### config.mk
export PLATFORM = sky130hd
export DESIGN_NAME = router_fsm_flat
export DESIGN_NICKNAME = d
export VERILOG_FILES = /design/src/rtl/router_pkg.sv /design/src/rtl/router_fsm_if.sv /design/src/rtl/router_fsm.sv /design/src/flat_wrapper.sv
export SDC_FILE = /design/constraint.sdc
export NUM_CORES = 1
export LEC_CHECK = 0
export CORE_MARGIN = 1.5
export CORE_UTILIZATION = 35
export CTS_CLUSTER_DIAMETER = 60
export CTS_CLUSTER_SIZE = 16
export DETAILED_ROUTE_END_ITERATION = 7
export PLACE_DENSITY_LB_ADDON = 0.25
export SLEW_MARGIN = 10
export SYNTH_ARGS = -nofsm -noshare
export SYNTH_HDL_FRONTEND = slang
export SYNTH_SLANG_ARGS = --single-unit
### constraint.sdc
create_clock -name clk -period 3.9 [get_ports clk]
set_input_delay 0.78 -clock clk [delete_from_list [all_inputs] [get_ports clk]]
set_output_delay 0.78 -clock clk [all_outputs]
set_load 0.01 [all_outputs]
### src/rtl/router_pkg.sv
// rtl/router_pkg.sv - shared state encoding, port constants and port-select helper for the router
package router_pkg;

    localparam int         PORT_COUNT   = 3;
    localparam logic [1:0] ADDR_INVALID = 2'd3;

    typedef logic [2:0] state_t;

    localparam state_t DECODE_ADDRESS     = 3'd0;
    localparam state_t LOAD_FIRST_DATA    = 3'd1;
    localparam state_t LOAD_DATA          = 3'd2;
    localparam state_t LOAD_PARITY        = 3'd3;
    localparam state_t CHECK_PARITY_ERROR = 3'd4;
    localparam state_t FIFO_FULL_STATE    = 3'd5;
    localparam state_t LOAD_AFTER_FULL    = 3'd6;
    localparam state_t WAIT_TILL_EMPTY    = 3'd7;

    // Pick one per-port flag by address; the invalid address selects nothing.
    function automatic logic port_bit(input logic [PORT_COUNT-1:0] vec, input logic [1:0] addr);
        logic bit_sel;
        case (addr)
            2'd0:    bit_sel = vec[0];
            2'd1:    bit_sel = vec[1];
            2'd2:    bit_sel = vec[2];
            default: bit_sel = 1'b0;
        endcase
        return bit_sel;
    endfunction

endpackage

### src/rtl/router_fsm_if.sv
// rtl/router_fsm_if.sv - status inputs and phase strobes of the router packet sequencer
interface router_fsm_if;
    import router_pkg::*;

    // source and FIFO/register status
    logic                  pkt_valid;
    logic [1:0]            data_in;
    logic                  fifo_full;
    logic [PORT_COUNT-1:0] fifo_empty;
    logic [PORT_COUNT-1:0] soft_reset;
    logic                  parity_done;
    logic                  low_pkt_valid;

    // phase strobes back to the datapath and source
    logic                  detect_add;
    logic                  lfd_state;
    logic                  ld_state;
    logic                  laf_state;
    logic                  full_state;
    logic                  rst_int_reg;
    logic                  write_enb_reg;
    logic                  busy;

    // Side that supplies status and consumes strobes.
    modport master (
        output pkt_valid, data_in, fifo_full, fifo_empty, soft_reset,
               parity_done, low_pkt_valid,
        input  detect_add, lfd_state, ld_state, laf_state, full_state,
               rst_int_reg, write_enb_reg, busy
    );

    // The sequencer itself.
    modport slave (
        input  pkt_valid, data_in, fifo_full, fifo_empty, soft_reset,
               parity_done, low_pkt_valid,
        output detect_add, lfd_state, ld_state, laf_state, full_state,
               rst_int_reg, write_enb_reg, busy
    );

endinterface

### src/rtl/router_fsm.sv
// rtl/router_fsm.sv - Moore sequencer for header, payload, parity and FIFO-full phases of the 1x3 router
module router_fsm
    import router_pkg::*;
(
    input  logic         clk,
    input  logic         resetn,
    router_fsm_if.slave  bus
);

    state_t     state_q, state_d;
    logic [1:0] addr_q, addr_d;

    logic hdr_ok;
    logic sel_soft_reset;

    // A header is only accepted for one of the three real ports.
    assign hdr_ok         = bus.pkt_valid && (bus.data_in != ADDR_INVALID);
    // Only the timeout of the port we are routing to matters.
    assign sel_soft_reset = port_bit(bus.soft_reset, addr_q);

    // State and latched destination address, cleared asynchronously.
    always_ff @(posedge clk or negedge resetn) begin
        if (!resetn) begin
            state_q <= DECODE_ADDRESS;
            addr_q  <= 2'd0;
        end else begin
            state_q <= state_d;
            addr_q  <= addr_d;
        end
    end

    // Next state and address capture; a soft reset outside DA overrides everything.
    always_comb begin
        state_d = state_q;
        addr_d  = addr_q;

        if ((state_q == DECODE_ADDRESS) && hdr_ok) begin
            addr_d = bus.data_in;
        end

        if ((state_q != DECODE_ADDRESS) && sel_soft_reset) begin
            state_d = DECODE_ADDRESS;
        end else begin
            case (state_q)
                DECODE_ADDRESS: begin
                    if (hdr_ok) begin
                        state_d = port_bit(bus.fifo_empty, bus.data_in) ? LOAD_FIRST_DATA
                                                                        : WAIT_TILL_EMPTY;
                    end
                end
                LOAD_FIRST_DATA: begin
                    state_d = LOAD_DATA;
                end
                LOAD_DATA: begin
                    // A full FIFO must be serviced before the packet end is recognised.
                    if (bus.fifo_full) begin
                        state_d = FIFO_FULL_STATE;
                    end else if (!bus.pkt_valid) begin
                        state_d = LOAD_PARITY;
                    end
                end
                FIFO_FULL_STATE: begin
                    if (!bus.fifo_full) begin
                        state_d = LOAD_AFTER_FULL;
                    end
                end
                LOAD_AFTER_FULL: begin
                    // parity_done means the held byte was the parity: packet complete.
                    if (bus.parity_done) begin
                        state_d = DECODE_ADDRESS;
                    end else if (bus.low_pkt_valid) begin
                        state_d = LOAD_PARITY;
                    end else begin
                        state_d = LOAD_DATA;
                    end
                end
                LOAD_PARITY: begin
                    state_d = CHECK_PARITY_ERROR;
                end
                CHECK_PARITY_ERROR: begin
                    state_d = bus.fifo_full ? FIFO_FULL_STATE : DECODE_ADDRESS;
                end
                WAIT_TILL_EMPTY: begin
                    if (port_bit(bus.fifo_empty, addr_q)) begin
                        state_d = LOAD_FIRST_DATA;
                    end
                end
                default: begin
                    state_d = DECODE_ADDRESS;
                end
            endcase
        end
    end

    // Strobes decoded from the registered state only.
    always_comb begin
        bus.detect_add    = 1'b0;
        bus.lfd_state     = 1'b0;
        bus.ld_state      = 1'b0;
        bus.laf_state     = 1'b0;
        bus.full_state    = 1'b0;
        bus.rst_int_reg   = 1'b0;
        bus.write_enb_reg = 1'b0;
        bus.busy          = 1'b0;
        case (state_q)
            DECODE_ADDRESS: begin
                bus.detect_add = 1'b1;
            end
            LOAD_FIRST_DATA: begin
                bus.lfd_state = 1'b1;
                bus.busy      = 1'b1;
            end
            LOAD_DATA: begin
                bus.ld_state      = 1'b1;
                bus.write_enb_reg = 1'b1;
            end
            LOAD_PARITY: begin
                bus.write_enb_reg = 1'b1;
                bus.busy          = 1'b1;
            end
            CHECK_PARITY_ERROR: begin
                bus.rst_int_reg = 1'b1;
                bus.busy        = 1'b1;
            end
            FIFO_FULL_STATE: begin
                bus.full_state = 1'b1;
                bus.busy       = 1'b1;
            end
            LOAD_AFTER_FULL: begin
                bus.laf_state     = 1'b1;
                bus.write_enb_reg = 1'b1;
                bus.busy          = 1'b1;
            end
            WAIT_TILL_EMPTY: begin
                bus.busy = 1'b1;
            end
            default: begin
                bus.detect_add = 1'b1;
            end
        endcase
    end

endmodule

### src/flat_wrapper.sv
// flat-port wrapper written by rule: the top's interface ports become plain ports
module router_fsm_flat import router_pkg::*;
  (clk, resetn, bus_pkt_valid, bus_data_in, bus_fifo_full, bus_fifo_empty, bus_soft_reset, bus_parity_done, bus_low_pkt_valid, bus_detect_add, bus_lfd_state, bus_ld_state, bus_laf_state, bus_full_state, bus_rst_int_reg, bus_write_enb_reg, bus_busy);
  router_fsm_if bus_i ();
  input  logic clk;
  input  logic resetn;
  input wire logic [$bits(bus_i.pkt_valid)-1:0] bus_pkt_valid;
  input wire logic [$bits(bus_i.data_in)-1:0] bus_data_in;
  input wire logic [$bits(bus_i.fifo_full)-1:0] bus_fifo_full;
  input wire logic [$bits(bus_i.fifo_empty)-1:0] bus_fifo_empty;
  input wire logic [$bits(bus_i.soft_reset)-1:0] bus_soft_reset;
  input wire logic [$bits(bus_i.parity_done)-1:0] bus_parity_done;
  input wire logic [$bits(bus_i.low_pkt_valid)-1:0] bus_low_pkt_valid;
  output wire logic [$bits(bus_i.detect_add)-1:0] bus_detect_add;
  output wire logic [$bits(bus_i.lfd_state)-1:0] bus_lfd_state;
  output wire logic [$bits(bus_i.ld_state)-1:0] bus_ld_state;
  output wire logic [$bits(bus_i.laf_state)-1:0] bus_laf_state;
  output wire logic [$bits(bus_i.full_state)-1:0] bus_full_state;
  output wire logic [$bits(bus_i.rst_int_reg)-1:0] bus_rst_int_reg;
  output wire logic [$bits(bus_i.write_enb_reg)-1:0] bus_write_enb_reg;
  output wire logic [$bits(bus_i.busy)-1:0] bus_busy;
  assign bus_i.pkt_valid = bus_pkt_valid;
  assign bus_i.data_in = bus_data_in;
  assign bus_i.fifo_full = bus_fifo_full;
  assign bus_i.fifo_empty = bus_fifo_empty;
  assign bus_i.soft_reset = bus_soft_reset;
  assign bus_i.parity_done = bus_parity_done;
  assign bus_i.low_pkt_valid = bus_low_pkt_valid;
  assign bus_detect_add = bus_i.detect_add;
  assign bus_lfd_state = bus_i.lfd_state;
  assign bus_ld_state = bus_i.ld_state;
  assign bus_laf_state = bus_i.laf_state;
  assign bus_full_state = bus_i.full_state;
  assign bus_rst_int_reg = bus_i.rst_int_reg;
  assign bus_write_enb_reg = bus_i.write_enb_reg;
  assign bus_busy = bus_i.busy;
  router_fsm u_core (.clk(clk), .resetn(resetn), .bus(bus_i));
endmodule
# After elaboration in Yosys (flattened, before gate mapping)
# Cells that the tools add are included.
# W data, S select, Z words.
dict set report classes {
  n_mux 27
  n_eq_ne 16
  reduce_logical 10
}
# cell count
set ops {}
lappend ops {{$mux W3} 9}
lappend ops {{$pmux W3 S8} 1}
lappend ops {{$mux W1} 14}
lappend ops {{$eq A3 B3 Y1 const B} 4}
lappend ops {{$pmux W1 S3} 3}
lappend ops {{$eq A3 B2 Y1 const B} 2}
lappend ops {{$ne A3 B2 Y1 const B} 2}
lappend ops {{$reduce_or A6 Y1} 1}
lappend ops {{$eq A2 B1 Y1 const B} 2}
lappend ops {{$eq A2 B2 Y1 const B} 2}
lappend ops {{$logic_not A2 Y1} 2}
lappend ops {{$ne A4 B3 Y1 const B} 1}
lappend ops {{$reduce_and A4 Y1} 1}
lappend ops {{$eq A3 B1 Y1 const B} 1}
lappend ops {{$logic_and A1 B1 Y1} 3}
lappend ops {{$logic_not A3 Y1} 1}
lappend ops {{$ne A3 B1 Y1 const B} 1}
lappend ops {{$reduce_bool A3 Y1} 1}
lappend ops {{$reduce_or A3 Y1} 1}
lappend ops {{$ne A2 B2 Y1 const B} 1}
dict set report word_totals {
  register_bits 5
  out_inout_bits 8
  wordCells 55
  input_bits 14
}

# Logic depth before layout (Yosys ltp)
dict set report depth {
  depth_word 9
  ltp_mapped 5
  ltp_nobuf 4
}

# Least setup slack after synthesis
# OpenSTA, ideal clock, no wires.
dict set report synth_path {
  path_kind {input to register}
  startpoint {in bus_pkt_valid}
  endpoint {reg u_core.state_q[2]}
  n_path_buf 0
  t_arrival_ns 1.857
  setup_slack_ns 1.939
  required_time_ns 3.796
  setup_time_ns 0.104
  path_stages 4
  cell_sequence {nor4bb_1 > mux2_4 > or3_4 > o41ai_2}
}
dict set report synth_via {
  elab_chain_cells 3
  word_cells_on_any_way 4
  cone_classes {2 x eq/ne; 2 x reduce/logical}
}
# item line_no
set synth_rtl {}
lappend synth_rtl {{from (decl)} flat_wrapper.sv:7} ;# input wire logic [$bits(bus_i.pkt_valid)-1:0] bus_pkt_valid;
lappend synth_rtl {{$logic_and A1 B1 Y1} router_fsm.sv:17} ;# assign hdr_ok = bus.pkt_valid && (bus.data_in != ADDR_INVALID);
lappend synth_rtl {{$ne A3 B2 Y1 (no line)} --}
lappend synth_rtl {{$reduce_and A4 Y1 (no line) *} --}
lappend synth_rtl {{to (signal assigned)} router_fsm.sv:27} ;# state_q <= state_d;
lappend synth_rtl {{to (decl)} router_fsm.sv:10} ;# state_t state_q, state_d;
# Mark *: on every way between the ends. The rest lies on a longest branch, timed or not.
# A chain may end at the register's enable or synchronous reset.

# Worst setup path after layout
dict set report layout_path {
  startpoint {reg u_core.state_q[1]}
  endpoint {out bus_detect_add}
}
dict set report layout_via {
  elab_chain_cells 2
}
# item line_no
set layout_rtl {}
lappend layout_rtl {{$logic_not A3 Y1} router_fsm.sv:105} ;# case (state_q)
lappend layout_rtl {{$mux W1} router_fsm.sv:105}
lappend layout_rtl {{to (decl)} flat_wrapper.sv:14} ;# output wire logic [$bits(bus_i.detect_add)-1:0] bus_detect_add;
# No other way between the ends.

==> summary.txt <==
Floorplan
  • I/O pin cnt: 22
  • Die Y: 40.4 µm
  • Die X-Extent: 40.4 µm
  • Initial Utilization: 0.376
  • Row count: 13
  • Die area: 1630 µm²
  • Core area: ~1300 µm²

Synth
  • Syn Nets: 72
  • Synth Register Bits: 5
  • Top cells by area, synth: dfrtp_1 26%, mux2i_1 6.1%, mux2_2 4.6%
  • Synthesized area per cell: around 8.4 µm²
  • Commonest cells in the synthesized netlist: 5 x dfrtp_1, 5 x nor2_1, 4 x nand2_1
  • Post-synthesis cell type count: 29
  • Fraction of registers with async set/reset: 1.00
  • Synthesized area: 489 µm²
  • Post-synth EDFFs: 0
  • Synth top area share: 0.256
  • Gate Count Post-Synth: 58
  • Ys Warns: 0
  • Synth Flop Type: dfrtp_1
  • Post-synthesis sequential area ratio: 0.256
  • Yosys top cell by area: dfrtp_1

Placement
  • Gpl congestion: 0.781
  • Detailed placement HPWL: a little under 900 µm
  • IO Port Bufs: 21

Power and ir drop
  • Worst vdd ir: 0.000355 V
  • Power Density: 667 nW/µm²
  • Pwr Total: 0.489 mW
  • Leak: 0.305 nW

Worst setup path
  • Crit Path Max Fanout: 14
  • Crit path capture type: primary output
  • CP arrival: 1.87 ns
  • Kind of critical path: flip-flop to primary output
  • R2R depth: 4
  • WP data required: 3.12 ns
  • CP Launch Type: flip-flop

Clocking
  • CTS tree: done
  • Post-CTS Setup Bufs: 0
  • CTS H-Tree Depth: 1
  • Max Root-Sink Buffers: 2
  • # clock sinks: 5
  • Clk slew on worst S/H paths: 0.04 ns
  • CTS root buffer: clkbuf_4
  • Clock latency on the worst-skew pair: ~0.24 ns
  • CTS Buf Count: 3
  • Cts repair resizes: 0
  • Hold buffer count at CTS: 0

Final layout
  • Final net count: 95
  • Area Growth Syn to Fin: 49.9%
  • N_diodes: 0
  • Share of post-route cells with drive strength above 1: 0.138

Detailed routing
  • Average routed wire per standard cell: 12.3 µm
  • Final ANT Viol Nets: 0
  • Via/cell ratio: 5.17
  • Post-Route WL: 1170 µm
  • Drt first pass iters: 2
  • Vias: 491
  • 1st-iter DRT viols: 2
  • DRC viols: 0

GRT
  • First-pass GRT wire length: 1730 µm
  • Global route total overflow: 0
  • Initial antenna violation count: 0
  • Total track usage: 0.154
  • Vias in the first global route: around 420
  • Largest net degree at the start of global routing: 18

STA
  • Final Max Tran Viols: 0
  • Fmax: 378 MHz
  • # setup viols final: 0
  • Part of the cycle the worst path needs: 0.678
  • Final Critical Period: 2.65 ns
  • Final hold violations: 0
  • Setup TNS: 0 ns
  • Final clock skew: 0.00233 ns
  • Least-Margin Pin Slew: 0.441 ns
  • Rel. slew slack: 0.706
  • Hold_ws: 0.597 ns
  • RSZ-0062 raised after global routing: false

Min path
  • Hold path depth: 1
  • Hold Crit Class: flip-flop to flip-flop

Flow run
  • # Max-Cap Violations: 0

Outcome
  • Status: complete, no violations
[stage by stage]
stage | std cells | setup slack [ns] | area, µm² | utilization
floorplan | 58 | 1.94 | 489 | -
global placement | 91 | 1.42 | 707 | 0.543
detailed placement | 91 | 1.41 | 707 | 0.543
CTS | 95 | 1.24 | 733 | 0.563
global route | 95 | 1.15 | 733 | 0.563
finish | 95 | 1.25 | 733 | 0.563
[flip-flops by register name, indices dropped and copies added (netlist names)]
register and count:
u_core.state_q 3, u_core.addr_q 2
[path summary, 6_finish.rpt]
kind	slack (ns)	end	startpoint
setup / recovery	1.25	bus_detect_add	u_core.state_q[1]
hold / removal	0.60	u_core.addr_q[0]	u_core.addr_q[0]
setup reg to reg	2.01	u_core.state_q[2]	u_core.state_q[2]
hold reg to reg	0.60	u_core.addr_q[0]	u_core.addr_q[0]
max in group asynchronous	2.95	u_core.state_q[2]	resetn
min in group asynchronous	0.76	u_core.addr_q[0]	resetn
[worst max-delay path, cell delays in order, from the launching register on]
cell and delay, ns:
dfrtp_1 0.50, or3_1 0.48, inv_1 0.12, clkdlybuf4s50_1 0.54
[cell usage in the layout, fill, tap and decap left out, drive strengths merged, types with 2 or more instances in the layout]
master          n
or3             2
or2             2
inv             2
nand2b          2
and3b           2
o21ai           3
a21oi           2
o31ai           2
mux2i           3
nor2            5
o211ai          2
o21a            2
clkdlybuf4s50  21
nand3b          3
dfrtp           5
nand2           4
clkbuf          4
mux2            3
nor2b           2
[where the power goes]
part	internal [mW]	switching [mW]	leakage, nW
clock network	0.0386	0.0199	0.0150
logic	0.173	0.117	0.229
registers	0.0781	0.0625	0.0614
total	0.289	0.200	0.305
[metal layers]
metal / up-vias / routed length (µm) / global-route usage
met3: 0 / 30 / 0.0167
met2: 7 / 531 / 0.246
met4: 0 / 0 / 0.0500
li1: 258 / - / -
met1: 226 / 603 / 0.214
met5: - / 0 / 0
[kinds of logic after synthesis]
logic type,count (synthesis),share of synthesized area
AO/OA/AOI/OAI,16,0.246
buffers and inverters,5,0.0384
flip-flops,5,0.256
multiplexers,6,0.138
AND/OR/NAND/NOR,26,0.322
[layout make-up]
| class | count | area, µm² |
|---|---|---|
| multi-input combinational | 48 | 345 |
| clock buffer | 4 | 26.3 |
| timing repair buffer | 21 | 210 |
| tap | 15 | 18.8 |
| inverter | 2 | 7.51 |
| fill | 137 | 568 |
| sequential | 5 | 125 |
(Power assumes the default switching activity.)
